[config.mk]
export PLATFORM = sky130hd
export DESIGN_NAME = inst_fetch_queue
export DESIGN_NICKNAME = d
export VERILOG_FILES = /design/src/rtl/fetch_pkg.sv /design/src/rtl/fetch_fifo.sv /design/src/rtl/inst_fetch_queue.sv
export SDC_FILE = /design/constraint.sdc
export NUM_CORES = 1
export LEC_CHECK = 0
export ABC_AREA = 0
export CAP_MARGIN = 20
export CORE_MARGIN = 2
export CORE_UTILIZATION = 27
export CTS_BUF_LIST = sky130_fd_sc_hd__clkbuf_8
export DETAILED_ROUTE_END_ITERATION = 7
export SYNTH_ARGS = -nofsm -noshare
export SYNTH_HDL_FRONTEND = slang
export SYNTH_SLANG_ARGS = --single-unit
export TNS_END_PERCENT = 50
[constraint.sdc]
create_clock -name clk -period 9.3 [get_ports clk]
set_clock_uncertainty 0.15 [all_clocks]
set_input_delay 1.86 -clock clk [delete_from_list [all_inputs] [get_ports clk]]
set_output_delay 1.86 -clock clk [all_outputs]
set_load 0.01 [all_outputs]
[src/rtl/fetch_pkg.sv]
// Shared types and constants for the instruction fetch queue.
package fetch_pkg;

    localparam int          FQ_ADDR_W  = 8;
    localparam logic [6:0]  OPC_SYSTEM = 7'b1110011;
    localparam logic [31:0] INST_NOP   = 32'h00000033;

    typedef struct packed {
        logic [FQ_ADDR_W-1:0] pc;
        logic [31:0]          inst;
    } fetch_entry_t;

    typedef enum logic {
        FQ_RUN,
        FQ_HALT
    } fq_state_t;

    function automatic logic is_system(input logic [31:0] word);
        return word[6:0] == OPC_SYSTEM;
    endfunction

endpackage

[src/rtl/fetch_fifo.sv]
// Synchronous FIFO of fetch entries with flush and push/pop-at-full support.
module fetch_fifo
    import fetch_pkg::*;
#(
    parameter int DEPTH = 4,
    parameter int LVL_W = $clog2(DEPTH) + 1
) (
    input  logic               clk,
    input  logic               rst,
    input  logic               flush,
    input  logic               push,
    input  logic               pop,
    input  fetch_entry_t       push_data,
    output fetch_entry_t       head,
    output logic [LVL_W-1:0]   level
);

    localparam int PTR_W = $clog2(DEPTH);

    fetch_entry_t     mem [DEPTH];
    logic [PTR_W-1:0] wr_ptr;
    logic [PTR_W-1:0] rd_ptr;

    // Pointers wrap naturally because DEPTH is a power of two.
    always_ff @(posedge clk or negedge rst) begin
        if (!rst) begin
            wr_ptr <= '0;
            rd_ptr <= '0;
            level  <= '0;
        end else if (flush) begin
            wr_ptr <= '0;
            rd_ptr <= '0;
            level  <= '0;
        end else begin
            if (push) wr_ptr <= wr_ptr + PTR_W'(1);
            if (pop)  rd_ptr <= rd_ptr + PTR_W'(1);
            level <= level + LVL_W'(push) - LVL_W'(pop);
        end
    end

    always_ff @(posedge clk) begin
        if (push && !flush) mem[wr_ptr] <= push_data;
    end

    assign head = mem[rd_ptr];

endmodule

[src/rtl/inst_fetch_queue.sv]
// Instruction prefetch queue: drives fetch address, buffers {pc, inst}, halts on SYSTEM.
// Optional FETCH_BYPASS_EN adds a zero-latency memory-to-decode path when the queue is empty.
module inst_fetch_queue
    import fetch_pkg::*;
#(
    parameter int               DEPTH    = 4,
    parameter int               ADDR_W   = FQ_ADDR_W,
    parameter logic [ADDR_W-1:0] RESET_PC = '0
) (
    input  logic                       clk,
    input  logic                       rst,
    output logic                       mem_req,
    output logic [ADDR_W-1:0]          mem_addr,
    input  logic [31:0]                mem_rdata,
    input  logic                       redirect,
    input  logic [ADDR_W-1:0]          redirect_pc,
    output logic                       inst_valid,
    input  logic                       inst_ready,
    output logic [31:0]                inst,
    output logic [ADDR_W-1:0]          inst_pc,
    output logic                       halted,
    output logic [$clog2(DEPTH):0]     level
);

    localparam int LVL_W = $clog2(DEPTH) + 1;

    fq_state_t         state, state_nxt;
    logic [ADDR_W-1:0] fetch_pc;
    fetch_entry_t      head;
    fetch_entry_t      tail;
    logic              empty;
    logic              fifo_pop;
    logic              fifo_push;
    logic              bypass;

    assign empty    = (level == '0);
    assign fifo_pop = ~empty & inst_ready & ~redirect;
    assign mem_req  = rst & (state == FQ_RUN) & ~redirect
                    & ((level < LVL_W'(DEPTH)) | fifo_pop);
    assign mem_addr = fetch_pc;

`ifdef FETCH_BYPASS_EN
    assign bypass = mem_req & empty & inst_ready;
`else
    assign bypass = 1'b0;
`endif

    // A bypassed word goes straight to decode and never occupies a slot.
    assign fifo_push = mem_req & ~bypass;
    assign tail      = '{pc: fetch_pc, inst: mem_rdata};

    fetch_fifo #(
        .DEPTH (DEPTH),
        .LVL_W (LVL_W)
    ) u_fifo (
        .clk       (clk),
        .rst       (rst),
        .flush     (redirect),
        .push      (fifo_push),
        .pop       (fifo_pop),
        .push_data (tail),
        .head      (head),
        .level     (level)
    );

    assign inst_valid = (~empty & ~redirect) | bypass;
    assign inst       = bypass ? mem_rdata : (empty ? INST_NOP : head.inst);
    assign inst_pc    = bypass ? mem_addr  : (empty ? '0 : head.pc);
    assign halted     = (state == FQ_HALT);

    always_ff @(posedge clk or negedge rst) begin
        if (!rst) begin
            state    <= FQ_RUN;
            fetch_pc <= RESET_PC;
        end else begin
            state <= state_nxt;
            if (redirect)     fetch_pc <= {redirect_pc[ADDR_W-1:2], 2'b00};
            else if (mem_req) fetch_pc <= fetch_pc + ADDR_W'(4);
        end
    end

    always_comb begin
        state_nxt = state;
        if (redirect)                             state_nxt = FQ_RUN;
        else if (mem_req && is_system(mem_rdata)) state_nxt = FQ_HALT;
    end

endmodule
### Word-level counts from Yosys, hierarchy flattened

Memory sizes are Yosys's and may differ from the RTL's.
Cells that the tools add are included.

| storage, ports and cells | value |
|---|---|
| memories kept | 1 |
| bits in writable memories | 160 |
| logic and storage cells | 43 |
| output and inout port bits | 54 |
| register bits | 16 |
| latch bits | 0 |
| input port bits | 44 |
| bits in read-only memories | 0 |

Memory list:

| memory | depth | width | read ports | clocked after Yosys merged registers in | write ports | RTL line | text |
|---|---|---|---|---|---|---|---|
| u_fifo.mem | 4 | 40 | 1 | 0 | 1 | fetch_fifo.sv:20 | `fetch_entry_t mem [DEPTH];` |

| cells by class | value |
|---|---|
| div/mod/pow operators | 0 |
| magnitude comparators | 1 |
| shift operators | 0 |
| mux-type cells | 13 |
| equality and inequality tests | 1 |
| reductions and logical operators | 7 |
| add/sub/neg operators | 5 |
| bitwise logic cells | 10 |
| multipliers | 0 |

Operators by type and width:

| operator | count |
|---|---|
| 32-bit two-way mux | 1 |
| 8-bit two-way mux | 3 |
| 8-bit by 3-bit adder with 8-bit output (second input constant) | 1 |
| 2-bit two-way mux | 4 |
| 7-bit equality test (second input constant) | 1 |
| 1-bit AND | 6 |
| 2-bit nonzero test | 3 |
| 2-bit by 1-bit adder with 2-bit output (second input constant) | 2 |
| 1-bit two-way mux | 4 |
| 3-bit by 1-bit adder with 3-bit output | 1 |
| 3-bit logical NOT | 1 |
| 3-bit less-than comparator (second input constant) | 1 |
| 3-bit two-way mux | 1 |
| 1-bit inverter | 3 |
| 3-bit by 1-bit subtractor with 3-bit output | 1 |
| 1-bit logical AND | 2 |
| 1-bit logical NOT | 1 |
| 1-bit bitwise OR | 1 |

### Longest topological paths before layout

| logic depth | value |
|---|---|
| depth in word-level cells | 9 |
| depth in mapped cells | 10 |
| depth with buffers taken out | 9 |

### Hierarchy

From an unflattened synthesis, not the netlist that was laid out.

| second synthesis, totals | value |
|---|---|
| cell total of the unflattened synthesis | 339 |
| area, all modules | 6980.4 sq um |

By module, submodules not included:

| module | area each (sq um) | instances | cells an instance | sequential area each (sq um) |
|---|---|---|---|---|
| fetch_fifo | 6249.7 | 1 | 247 | 4979.8 |
| inst_fetch_queue | 730.7 | 1 | 92 | 175.2 |

### Worst setup path after synthesis

No wires, ideal clock.

| path | value |
|---|---|
| path kind | input to register |
| from | input port rst |
| to | memory u_fifo.mem[0][0] in the netlist's numbering (enable) |
| data required time | 8.661 ns |
| stages on the path | 3 |
| data arrival time | 5.175 ns |
| slack | 3.487 ns |
| buffers on the path | 0 |
| setup time | 0.489 ns |
| cell sequence | nor2b_1 -> nand2_1 -> nor3b_1 |

| on the way | value |
|---|---|
| word-level cells in the longest chain between the ends | 6 |

RTL lines:

| element | RTL line | text |
|---|---|---|
| from (decl) | inst_fetch_queue.sv:11 | `input logic rst,` |
| 1-bit AND (2 in a row) | inst_fetch_queue.sv:38 | `assign mem_req = rst & (state == FQ_RUN) & ~redirect` |
| 1-bit AND | inst_fetch_queue.sv:39 | `& ((level < LVL_W'(DEPTH)) \| fifo_pop);` |
| 1-bit logical AND | fetch_fifo.sv:42 | `if (push && !flush) mem[wr_ptr] <= push_data;` |
| 1-bit two-way mux | fetch_fifo.sv:42 |  |
| 1-bit two-way mux (not written as such) | fetch_fifo.sv:42 |  |
| to (decl) | fetch_fifo.sv:20 |  |

Every way passes these cells.

### Worst setup path in the final report

| path | value |
|---|---|
| from | input port rst |
| to | output port mem_req |

| on the way | value |
|---|---|
| word-level cells in the longest chain between the ends | 3 |

RTL lines:

| element | RTL line | text |
|---|---|---|
| 1-bit AND (2 in a row) | inst_fetch_queue.sv:38 |  |
| 1-bit AND | inst_fetch_queue.sv:39 |  |
| to (decl) | inst_fetch_queue.sv:12 | `output logic mem_req,` |

Every way passes these cells.

==> flow_summary.toml <==
[cells_and_area]
n_fill_cell = 2324
final_cell_mix = "edfxtp_1 (152), clkdlybuf4s50_1 (91), mux4_2 (38), nor2b_1 (38), clkbuf_8 (17)"
layout_commonest_cell = "edfxtp_1"
layout.nets = 496
antenna_cells = 0
drive_above_1_share = 0.184
final_area_um2 = 8300
syn_to_final_growth_pct = 24.2

[status]
outcome = "completed"

[worst_setup_path]
r2r_cells = 9
path_cells = "clkdlybuf4s50_1 -> nor2b_1 -> nand2_1 -> nor2_1 -> clkdlybuf4s50_1"
start_kind = "input pin"
cp.required_ns = 7.29
end_kind = "output port"
critical_path_class = "input pin to output port"
critPathSlowestCell = "clkdlybuf4s50_1"
cp_common_cell = "clkdlybuf4s50_1"
cp_max_fo = 16
arrival_ns = 4.30
max_stage_delay_ns = 0.94

[cts]
cts_buffers = 17
clock_latency_ns = 0.44
cts_setup_buffers = 0
clk_pin_slew_ns = 0.09
clockRootBuffer = "clkbuf_8"
htree_num_levels = 4
postCtsHoldBufs = 0
clock-sinks = 166
clk_path_buf_depth = 2
cts_tree = "done"
post_cts_resized = 0

[power_and_ir_drop]
p_per_area_nw_per_um2 = 225
p_leak_nw = 2.60
ir_worst_vdd_mv = 0.208
total_power_w = 0.00187

[global_routing]
grt_usage = 0.108
grt_pass1_vias = 3773
grt_max_degree = 41
antenna_found_initial = 0
overflow = 0
grt_pass1_wl_mm = 21.1

[run]
cap_violations = 0

[timing]
hold_viol = 0
drv_slew = 0
finalSetupTns_ns = 0
max_slew_margin = 0.318
finalCritPeriodShare = 0.678
worstMarginPinSlew_ns = 1.02
rsz0062_at_grt = "no"
fmax_mhz = 159
setup_viol = 0
post-route-min-period_ns = 6.31

[logic_synthesis]
ys_warn_count = 0
syn_inst = 343
syn_area_um2 = 6680
ys_seq_elements = 166
synth.distinct_cells = 38
avgSynthCellArea_um2 = 19.5
yosysSeqAreaShare = 0.736

[floorplan]
die_h_um = 161
io-pin-count = 98
initial_core_util = 0.275
core_area_um2 = 24300
fp.dieW_um = 161
dieArea_um2 = 26000
core.rowCount = 57

[routing]
postRouteAntennaNets = 0
drc_errors = 0
drt_iter0_markers = 189
via_per_inst = 4.39
routedWlPerCell_um = 17.0
via_count = 3432
first_pass_iters = 4
wl_mm = 13.3

[hold_path]
hold_path_class = "register to register"
hold_depth = 2

[place]
placed_area_um2 = 7960
portBuffers = 91
gp_congestion = 0.704
detailed_place_hpwl_mm = 8.16
## synthesized netlist by cell type
cell type / count / area (um2)
o31ai_1: 4 / 30.0
dfrtp_1: 14 / 350
nand3b_1: 1 / 7.51
xor2_1: 3 / 26.3
ha_1: 7 / 87.6
a21oi_1: 2 / 10.0
nor2_1: 13 / 48.8
xnor2_1: 1 / 8.76
inv_1: 6 / 22.5
o311ai_0: 2 / 17.5
buf_12: 1 / 20.0
conb_1: 1 / 3.75
fa_1: 1 / 20.0
and4_1: 1 / 8.76
nand4bb_1: 1 / 11.3
nand4_1: 1 / 6.26
a31oi_1: 4 / 25.0
mux4_2: 38 / 856
edfxtp_1: 152 / 4560
nor2b_1: 38 / 238
clkbuf_1: 7 / 26.3
nor4_1: 1 / 6.26
nand3_1: 6 / 30.0
clkbuf_2: 1 / 5.00
or2_1: 4 / 25.0
a41oi_1: 1 / 8.76
buf_4: 4 / 30.0
nor3b_1: 5 / 37.5
o21ai_0: 4 / 20.0
clkinv_1: 1 / 3.75
nand2b_1: 2 / 12.5
nand2_1: 3 / 11.3
nor3_1: 1 / 5.00
buf_2: 4 / 20.0
or3_1: 1 / 6.26
buf_6: 4 / 45.0
or4_1: 2 / 15.0
a22oi_1: 1 / 7.51
## metrics by stage
step,setup WS (ns),hold slack [ns],utilization,cells
after floorplan,3.49,0.407,-,346
after global placement,3.05,0.408,0.327,749
after detailed placement,2.98,0.405,0.327,749
after CTS,2.97,0.430,0.341,781
after global routing,2.76,0.491,0.341,781
final,2.99,0.423,0.341,781
## path summary, 6_finish.rpt
path | start | to | slack [ns]
min in group asynchronous | rst | u_fifo.level[2]$_DFF_PN0_ | 1.69
setup reg to reg | u_fifo.level[2]$_DFF_PN0_ | u_fifo.level[2]$_DFF_PN0_ | 6.86
max in group asynchronous | rst | u_fifo.rd_ptr[0]$_DFFE_PN0P_ | 6.79
setup / recovery | rst | mem_req | 2.99
hold / removal | halted$_DFFE_PN0P_ | halted$_DFFE_PN0P_ | 0.42
hold reg to reg | halted$_DFFE_PN0P_ | halted$_DFFE_PN0P_ | 0.42
## where the power goes
group	switching, W	internal, W
Combinational	0.000204	0.000295
Sequential	0.0000685	0.000853
Clock	0.000265	0.000185
Total	0.000538	0.00133
## area by class of cell
class,count,area [um2],area share
flip-flops and latches,166,4920,0.593
multi-input cells,152,1630,0.196
repair buffers,100,978,0.118
well taps,324,405,0.0489
clock buffers,17,234,0.0282
clock inverters,15,105,0.0127
inverters,7,26.3,0.00317
## worst max-delay path: cells and delay by family
family / cells / cell delay [ns]
buffers and inverters: 2 / 1.52
and+or+nand+nor: 3 / 0.91
## cell families (layout without fill, tap and decap cells)
logic type	Yosys count	count (layout)	share of synthesized area
simple gates	80	80	0.0703
mux	38	38	0.128
buf+inv	28	139	0.0259
compound gates	18	18	0.0178
flops	166	166	0.736
xor+xnor	4	4	0.00525
fa+ha+maj	8	8	0.0161
other cells	1	4	0.000562
## registers in the layout (all words and copies together) (netlist names)
name,cells
halted,1
mem_addr,6
u_fifo.level,3
u_fifo.mem,152
u_fifo.rd_ptr,2
u_fifo.wr_ptr,2
## routing by layer
layer / vias to the layer above / global-route usage / part of all wire
met1: 1794 / 0.137 / 0.46
met2: 79 / 0.176 / 0.49
met4: 0 / 0.0329 / 0.011
met3: 11 / 0.0352 / 0.047
met5: - / 0 / 0
li1: 1548 / - / -
Power figures use the tool's default switching activity.
